--- config.mk ---
export PLATFORM = sky130hd
export DESIGN_NAME = mc8051_phase_seq
export DESIGN_NICKNAME = d
export VERILOG_FILES = /design/src/rtl/mc8051_phase_seq.sv
export SDC_FILE = /design/constraint.sdc
export NUM_CORES = 1
export LEC_CHECK = 0
export CORE_MARGIN = 5
export CORE_UTILIZATION = 30
export CTS_CLUSTER_SIZE = 12
export DETAILED_ROUTE_END_ITERATION = 16
export PLACE_DENSITY_LB_ADDON = 0.3
export SLEW_MARGIN = 20
export SYNTH_ARGS = -nofsm -noshare
export SYNTH_HDL_FRONTEND = slang
export SYNTH_SLANG_ARGS = --single-unit
--- constraint.sdc ---
create_clock -name clk -period 2.3 [get_ports clk]
set_input_delay 0.46 -clock clk [delete_from_list [all_inputs] [get_ports clk]]
set_output_delay 0.46 -clock clk [all_outputs]
set_load 0.01 [all_outputs]
--- src/rtl/mc8051_phase_seq.sv ---
// mc8051_phase_seq: machine-cycle phase sequencer and fetch-buffer stage.
// Generates the 12-phase timing code (S1_0..S6_1), runs the memory read
// handshake for the opcode (S1), operand 1 (S2) and operand 2 (S3) fetches,
// latches the fetched bytes and sequences multi-machine-cycle instructions.
// Optional feature: define MC8051_PHASE_TIMEOUT_EN to bound wait states to
// TIMEOUT_CYC clocks; an expired read loads 8'hFF and pulses o_bus_timeout.
module mc8051_phase_seq #(
    parameter int MC_CNT_W    = 2,
    parameter int TIMEOUT_CYC = 16
) (
    input  logic                clk,
    input  logic                reset_n,
    input  logic                i_hold,
    input  logic                i_mem_ready,
    input  logic [7:0]          i_mem_rdata,
    input  logic                i_is_s2_fetch,
    input  logic                i_is_s3_fetch,
    input  logic                i_is_multi_cycles,
    output logic [3:0]          o_t_p_d,
    output logic                o_mem_rd_req,
    output logic [1:0]          o_mem_slot,
    output logic [7:0]          o_instr_buf,
    output logic [7:0]          o_s2_data_buf,
    output logic [7:0]          o_s3_data_buf,
    output logic [MC_CNT_W-1:0] o_mc_cnt,
    output logic                o_instr_start,
    output logic                o_instr_end,
    output logic                o_bus_timeout
);

    typedef enum logic [3:0] {
        S1_0 = 4'd0,  S1_1 = 4'd1,
        S2_0 = 4'd2,  S2_1 = 4'd3,
        S3_0 = 4'd4,  S3_1 = 4'd5,
        S4_0 = 4'd6,  S4_1 = 4'd7,
        S5_0 = 4'd8,  S5_1 = 4'd9,
        S6_0 = 4'd10, S6_1 = 4'd11
    } phase_t;

    localparam logic [1:0] SLOT_OP = 2'b00;
    localparam logic [1:0] SLOT_S2 = 2'b01;
    localparam logic [1:0] SLOT_S3 = 2'b10;

    // Counter saturates here; an instruction can never exceed 2^MC_CNT_W cycles.
    localparam logic [MC_CNT_W-1:0] MC_MAX = '1;

    // Reject configurations that cannot work at elaboration time.
    if (MC_CNT_W < 1 || TIMEOUT_CYC < 1) begin : g_bad_cfg
        $error("mc8051_phase_seq: MC_CNT_W and TIMEOUT_CYC must be >= 1");
    end

    // Registered state and its next-state values
    phase_t              phase, phase_nxt;
    logic                fetch_op, fetch_op_nxt;
    logic [MC_CNT_W-1:0] mc_cnt, mc_cnt_nxt;
    logic [7:0]          instr_buf, instr_buf_nxt;
    logic [7:0]          s2_buf, s2_buf_nxt;
    logic [7:0]          s3_buf, s3_buf_nxt;
    logic                instr_start, instr_start_nxt;
    logic                instr_end, instr_end_nxt;

    // Handshake decode
    logic       need_fetch;
    logic [1:0] slot_sel;
    logic       expired;
    logic       advance;
    logic       capture;
    logic [7:0] cap_data;

    // Request decode: a _0 phase requests when its fetch flag is set. Reset and
    // hold both gate the request so nothing is issued while frozen.
    always_comb begin
        need_fetch = 1'b0;
        slot_sel   = SLOT_OP;
        case (phase)
            S1_0: begin
                need_fetch = fetch_op;
                slot_sel   = SLOT_OP;
            end
            S2_0: begin
                need_fetch = i_is_s2_fetch;
                slot_sel   = SLOT_S2;
            end
            S3_0: begin
                need_fetch = i_is_s3_fetch;
                slot_sel   = SLOT_S3;
            end
            default: ;
        endcase
        o_mem_rd_req = reset_n & ~i_hold & need_fetch;
        o_mem_slot   = o_mem_rd_req ? slot_sel : 2'b00;
    end

`ifdef MC8051_PHASE_TIMEOUT_EN
    localparam int WAIT_W = $clog2(TIMEOUT_CYC + 1);

    logic [WAIT_W-1:0] wait_cnt, wait_cnt_nxt;
    logic              bus_to, bus_to_nxt;

    // The read is abandoned on the clock that would be the TIMEOUT_CYC-th wait.
    assign expired = o_mem_rd_req & ~i_mem_ready &
                     (wait_cnt == WAIT_W'(TIMEOUT_CYC - 1));

    // Wait counter: zero on every phase advance (so zero on entry to each _0),
    // counts stalled request clocks, frozen under hold.
    always_comb begin
        wait_cnt_nxt = wait_cnt;
        bus_to_nxt   = expired;
        if (!i_hold) begin
            if (advance)
                wait_cnt_nxt = '0;
            else if (o_mem_rd_req)
                wait_cnt_nxt = wait_cnt + 1'b1;
        end
    end

    // Wait counter and timeout pulse registers
    always_ff @(posedge clk or negedge reset_n) begin
        if (!reset_n) begin
            wait_cnt <= '0;
            bus_to   <= 1'b0;
        end else begin
            wait_cnt <= wait_cnt_nxt;
            bus_to   <= bus_to_nxt;
        end
    end

    assign o_bus_timeout = bus_to;
`else
    assign expired       = 1'b0;
    assign o_bus_timeout = 1'b0;
`endif

    // A phase advances unless held or stalled on a request without ready.
    // A request completes on ready, or on timeout with the 8'hFF filler.
    assign advance  = ~i_hold & (~o_mem_rd_req | i_mem_ready | expired);
    assign capture  = o_mem_rd_req & (i_mem_ready | expired);
    assign cap_data = i_mem_ready ? i_mem_rdata : 8'hFF;

    // Next-state: phase stepping, buffer capture, machine-cycle bookkeeping
    always_comb begin
        phase_nxt       = phase;
        fetch_op_nxt    = fetch_op;
        mc_cnt_nxt      = mc_cnt;
        instr_buf_nxt   = instr_buf;
        s2_buf_nxt      = s2_buf;
        s3_buf_nxt      = s3_buf;
        instr_start_nxt = 1'b0;
        instr_end_nxt   = 1'b0;

        if (advance) begin
            phase_nxt = (phase == S6_1) ? S1_0 : phase_t'(phase + 4'd1);

            if (capture) begin
                case (phase)
                    S1_0: begin
                        instr_buf_nxt   = cap_data;
                        instr_start_nxt = 1'b1;
                    end
                    S2_0:    s2_buf_nxt = cap_data;
                    S3_0:    s3_buf_nxt = cap_data;
                    default: ;
                endcase
            end

            // Registered end pulse must already be high during S6_1, so the
            // termination decision is taken on the edge into S6_1.
            if (phase == S6_0 && (!i_is_multi_cycles || mc_cnt == MC_MAX))
                instr_end_nxt = 1'b1;

            // Leaving S6_1: continue the instruction or terminate it.
            if (phase == S6_1) begin
                if (i_is_multi_cycles && mc_cnt != MC_MAX) begin
                    mc_cnt_nxt   = mc_cnt + 1'b1;
                    fetch_op_nxt = 1'b0;
                end else begin
                    mc_cnt_nxt   = '0;
                    fetch_op_nxt = 1'b1;
                end
            end
        end
    end

    // State registers; asynchronous reset abandons any read in flight.
    always_ff @(posedge clk or negedge reset_n) begin
        if (!reset_n) begin
            phase       <= S1_0;
            fetch_op    <= 1'b1;
            mc_cnt      <= '0;
            instr_buf   <= 8'h00;
            s2_buf      <= 8'h00;
            s3_buf      <= 8'h00;
            instr_start <= 1'b0;
            instr_end   <= 1'b0;
        end else begin
            phase       <= phase_nxt;
            fetch_op    <= fetch_op_nxt;
            mc_cnt      <= mc_cnt_nxt;
            instr_buf   <= instr_buf_nxt;
            s2_buf      <= s2_buf_nxt;
            s3_buf      <= s3_buf_nxt;
            instr_start <= instr_start_nxt;
            instr_end   <= instr_end_nxt;
        end
    end

    assign o_t_p_d       = phase;
    assign o_instr_buf   = instr_buf;
    assign o_s2_data_buf = s2_buf;
    assign o_s3_data_buf = s3_buf;
    assign o_mc_cnt      = mc_cnt;
    assign o_instr_start = instr_start;
    assign o_instr_end   = instr_end;

endmodule

# == Word level (Yosys, flattened, before mapping) ==
# Cells that the tools add are included.
# op_classes
addsub,2
n_eq_ne,6
mux,12
bitwise_logic,7
n_reduce_logical,9
# op_table
operator,n
$reduce_and 3->1,3
$eq 4x4->1 const B,2
$mux 8,1
$mux 1,6
$add 4x1->4 const B,1
$and 1x1->1,4
$eq 4x2->1 const B,1
$eq 4x3->1 const B,1
$logic_not 4->1,1
$mux 2,2
$mux 4,1
$pmux 2 s2,1
$pmux 1 s3,1
$add 2x1->2 const B,1
$eq 2x2->1 const B,1
$logic_and 1x1->1,2
$ne 2x2->1 const B,1
$not 1->1,2
$reduce_and 2->1,1
$logic_not 1->1,1
$logic_or 1x1->1,1
$or 1x1->1,1
# word_totals
ff_bits,33
inputBits,15
word_cells,44

# == Depth between registers and ports, before layout ==
# logic_depth
depth_word,7
mapped_depth,7
ltp_nobuf,6

# == Worst setup path before layout ==
# OpenSTA, ideal clock, no wires.
# synth_timing
kind,reg2out
start,"register phase[0], in the netlist o_t_p_d[0]"
end,output o_mem_slot[1]
t_arrival_ns,1.746
required_ns,1.840
slack_ns,0.094
stages_incl_launch_ff,7
path_buffers,0
path_cell_list,dfrtp_1 > inv_1 > ha_1 > nor2b_1 > a22oi_4 > or3b_2 > nor2_1
# synth_between
elab_chain_len,4
# synth_rtl
item,line,rtl
start: declaration,53,"phase_t phase, phase_nxt;"
start signal: assignment,196,phase <= phase_nxt;
$eq 4x3->1 (tied with other cells),75,case (phase)
$pmux 1 s3,75,
$and 1x1->1,90,o_mem_rd_req = reset_n & ~i_hold & need_fetch;
$mux 2 *,91,o_mem_slot = o_mem_rd_req ? slot_sel : 2'b00;
end: declaration,21,"output logic [1:0] o_mem_slot,"
# Every way passes the cells marked *; elsewhere a longest branch is shown, timed or not.

# == Final worst setup path ==
# layout_timing
start,"register phase[0], in the netlist o_t_p_d[0]"
end,output o_mem_slot[0]
# Same word-level chain as after synthesis.

==> results.yml <==
layout:
  diodes: 0
  filler_cell_count: 466
  nets: 207
  stdcell_count: 259
  drive_gt1_frac: 0.3704
  area_growth_pct: 56.35
min_path:
  holdCritPathClass: "input port to async pin"
sta:
  drv_slew: 0
  max_freq_mhz: 435.2
  layout_setup_ws_ns: 0.002396
  holdWs_ns: 0.1207
  setup_tns_ns: 0
  skew_ns: 0.002384
  hold_viol_final: 0
  rsz0062_at_grt: "true"
  worst_pin_slew_ns: 0.5213
  max-slew-margin-rel: 0.6517
  period_needed_ns: 2.298
  period_share: 0.9990
  setup_violations: 0
drt:
  drt-pass1-iter-count: 4
  drtAntennaViolNets: 0
  wl_per_cell_um: 14.99
  vias_per_cell: 4.498
  drt_iter0_markers: 39
  drc_errors: 0
  routed_wl_um: 3883
  dr_total_vias: 1165
synthesis:
  synth_edf_count: 0
  syn_inst: 113
  yosysWarnings: 0
  synth.top_cells.by_area: "dfrtp_1, mux2_2, mux2_4"
  yosysSeqAreaShare: 0.5383
  yosys_most_used_dff: "dfrtp_1"
  yosysTopAreaCell: "dfrtp_1"
  synth_cell_types: 31
  ys_ff_latch: 33
  avgSynthCellArea_um2: 13.60
  synth_fp_nets: 132
  synthesis.area_mm2: 0.001536
  synth.most_common_cell: "dfrtp_1"
  ys_async_sr_fraction: 1.000
  synth_top_area_frac: 0.5212
  synth_common_cells: "dfrtp_1, mux2_2, mux2_4, nand2_1, inv_1"
global_route:
  grt_pass1_wl_um: 6292
  first_global_vias: 1266
  antenna_found_initial: 0
  grt.total_usage: 0.1257
  grt_max_degree: 26
  grt_overflow: 0
cts:
  clockRootBuffer: "clkbuf_8"
  numCtsBuffers: 5
  clk_pin_slew_ns: 0.07
  clk_latency_ns: 0.28
  cts_hold_buf: 0
  tritoncts_num_sinks: 33
  tritoncts: "done"
  clock_path_buffers: 2
  cts_max_level: 2
critical_path:
  worstPathMaxFanout: 3
  cp_cell_sequence: "inv_2 -> ha_1 -> nor2b_4 -> a22oi_4 -> or3b_4 -> nor2_2 -> buf_2"
  slowest_stage: "or3b_4"
  end_kind: "output port"
  startpoint_type: "register"
  criticalPathCategory: "register to output port"
  cp_top_family: "simple AND/OR/NAND/NOR gates"
  slowest_delay_ns: 0.41
  required_ns: 1.84
  cp.arrival_ns: 1.84
  crit_buf_inv: 2
placement:
  place_ws_ns: -0.4761
  place_inst: 248
  numPortBuffers: 49
  gp_congestion: 0.7574
  hpwlAfterDp_um: 2950
floorplan:
  start_util: 0.3047
  rows: 26
  pin_count: 51
  die_w_um: 81.57
  die_h_um: 81.57
  core-area_mm2: 0.005042
  die_area_mm2: 0.006653
run:
  drv_cap: 0
power_and_ir_drop:
  power_per_cell_area_mw_per_mm2: 1167
  p_leak_nw: 1.130
  fin_total_pwr_w: 0.002802
  max-vdd-ir-drop_uv: 476.5
status:
  status: "finished, final reports clean"
==> per-stage QoR <==
stage / util / cell area, um2
detailed placement: 0.4457 / 2247
CTS: 0.4725 / 2382
floorplan: - / 1536
finish: 0.4764 / 2402
global route: 0.4764 / 2402
global placement: 0.4457 / 2247
==> cell type report <==
type,count,area [um2],share of cell area
Tap cell,70,87.58,0.03646
Inverter,5,18.77,0.007813
Multi-Input combinational cell,72,688.2,0.2865
Sequential cell,33,827.0,0.3443
Timing Repair Buffer,71,664.4,0.2766
Clock buffer,7,86.33,0.03594
Clock inverter,1,30.03,0.01250
==> worst paths after layout <==
path	cells past startpoint	to	from	slack (ns)
min reg2reg	1	o_s2_data_buf[6]$_DFFE_PN0P_	o_s2_data_buf[6]$_DFFE_PN0P_	0.51
min in group clk	1	o_s2_data_buf[6]$_DFFE_PN0P_	o_s2_data_buf[6]$_DFFE_PN0P_	0.51
max	7	o_mem_slot[0]	o_t_p_d[0]$_DFFE_PN0P_	0.002
min	2	o_instr_buf[5]$_DFFE_PN0P_	reset_n	0.12
max reg2reg	9	o_s3_data_buf[2]$_DFFE_PN0P_	o_t_p_d[0]$_DFFE_PN0P_	0.07
max in group asynchronous	3	fetch_op$_DFFE_PN1P_	reset_n	1.60
==> power by group <==
group	internal (W)	switching [W]	total, W
Sequential	0.000788	0.000145	0.000933
Combinational	0.000805	0.000508	0.00131
Clock	0.000353	0.000204	0.000557
==> cells in the final DEF (no fill, tap or decap), drive strengths merged, types with 4 or more instances in the layout <==
cell / count
buf: 26
dfrtp: 32
mux2: 26
nand2: 6
clkbuf: 7
inv: 5
o21ai: 4
clkdlybuf4s50: 45
nand3: 4
ha: 4
nor2: 5
==> repair_timing <==
item | 4_1_cts | 5_1_grt
hold endpoints to repair | 0 | 0
resized for setup | 19 | 2
setup endpoints to repair | 3 | 3
pin swaps | 2 | 1
setup buffers | 1 | 2
==> flip-flops by register name, summed over array words and instances (netlist names) <==
register       count
o_s2_data_buf      8
o_instr_end        1
o_t_p_d            4
o_s3_data_buf      8
o_mc_cnt           2
o_instr_buf        8
o_instr_start      1
fetch_op           1
==> metal layers <==
| metal | up-vias | share of wire | wire, um | GRT usage |
|---|---|---|---|---|
| li1 | 548 | - | - | - |
| met1 | 573 | 0.39 | 1516 | 0.1399 |
| met2 | 34 | 0.53 | 2075 | 0.2223 |
| met3 | 10 | 0.051 | 199 | 0.03509 |
| met4 | 0 | 0.023 | 91 | 0.05574 |
| met5 | - | 0 | 0 | 0 |
==> cells by family after synthesis <==
| logic type | Yosys count | synth area share |
|---|---|---|
| multiplexers | 27 | 0.2191 |
| other | 1 | 0.002441 |
| AO/OA/AOI/OAI | 12 | 0.06107 |
| AND/OR/NAND/NOR | 28 | 0.1148 |
| flip-flops | 33 | 0.5383 |
| buffers and inverters | 8 | 0.03176 |
| adder cells (fa/ha/maj) | 4 | 0.03257 |
No activity file was read; power rests on OpenSTA's default activity.
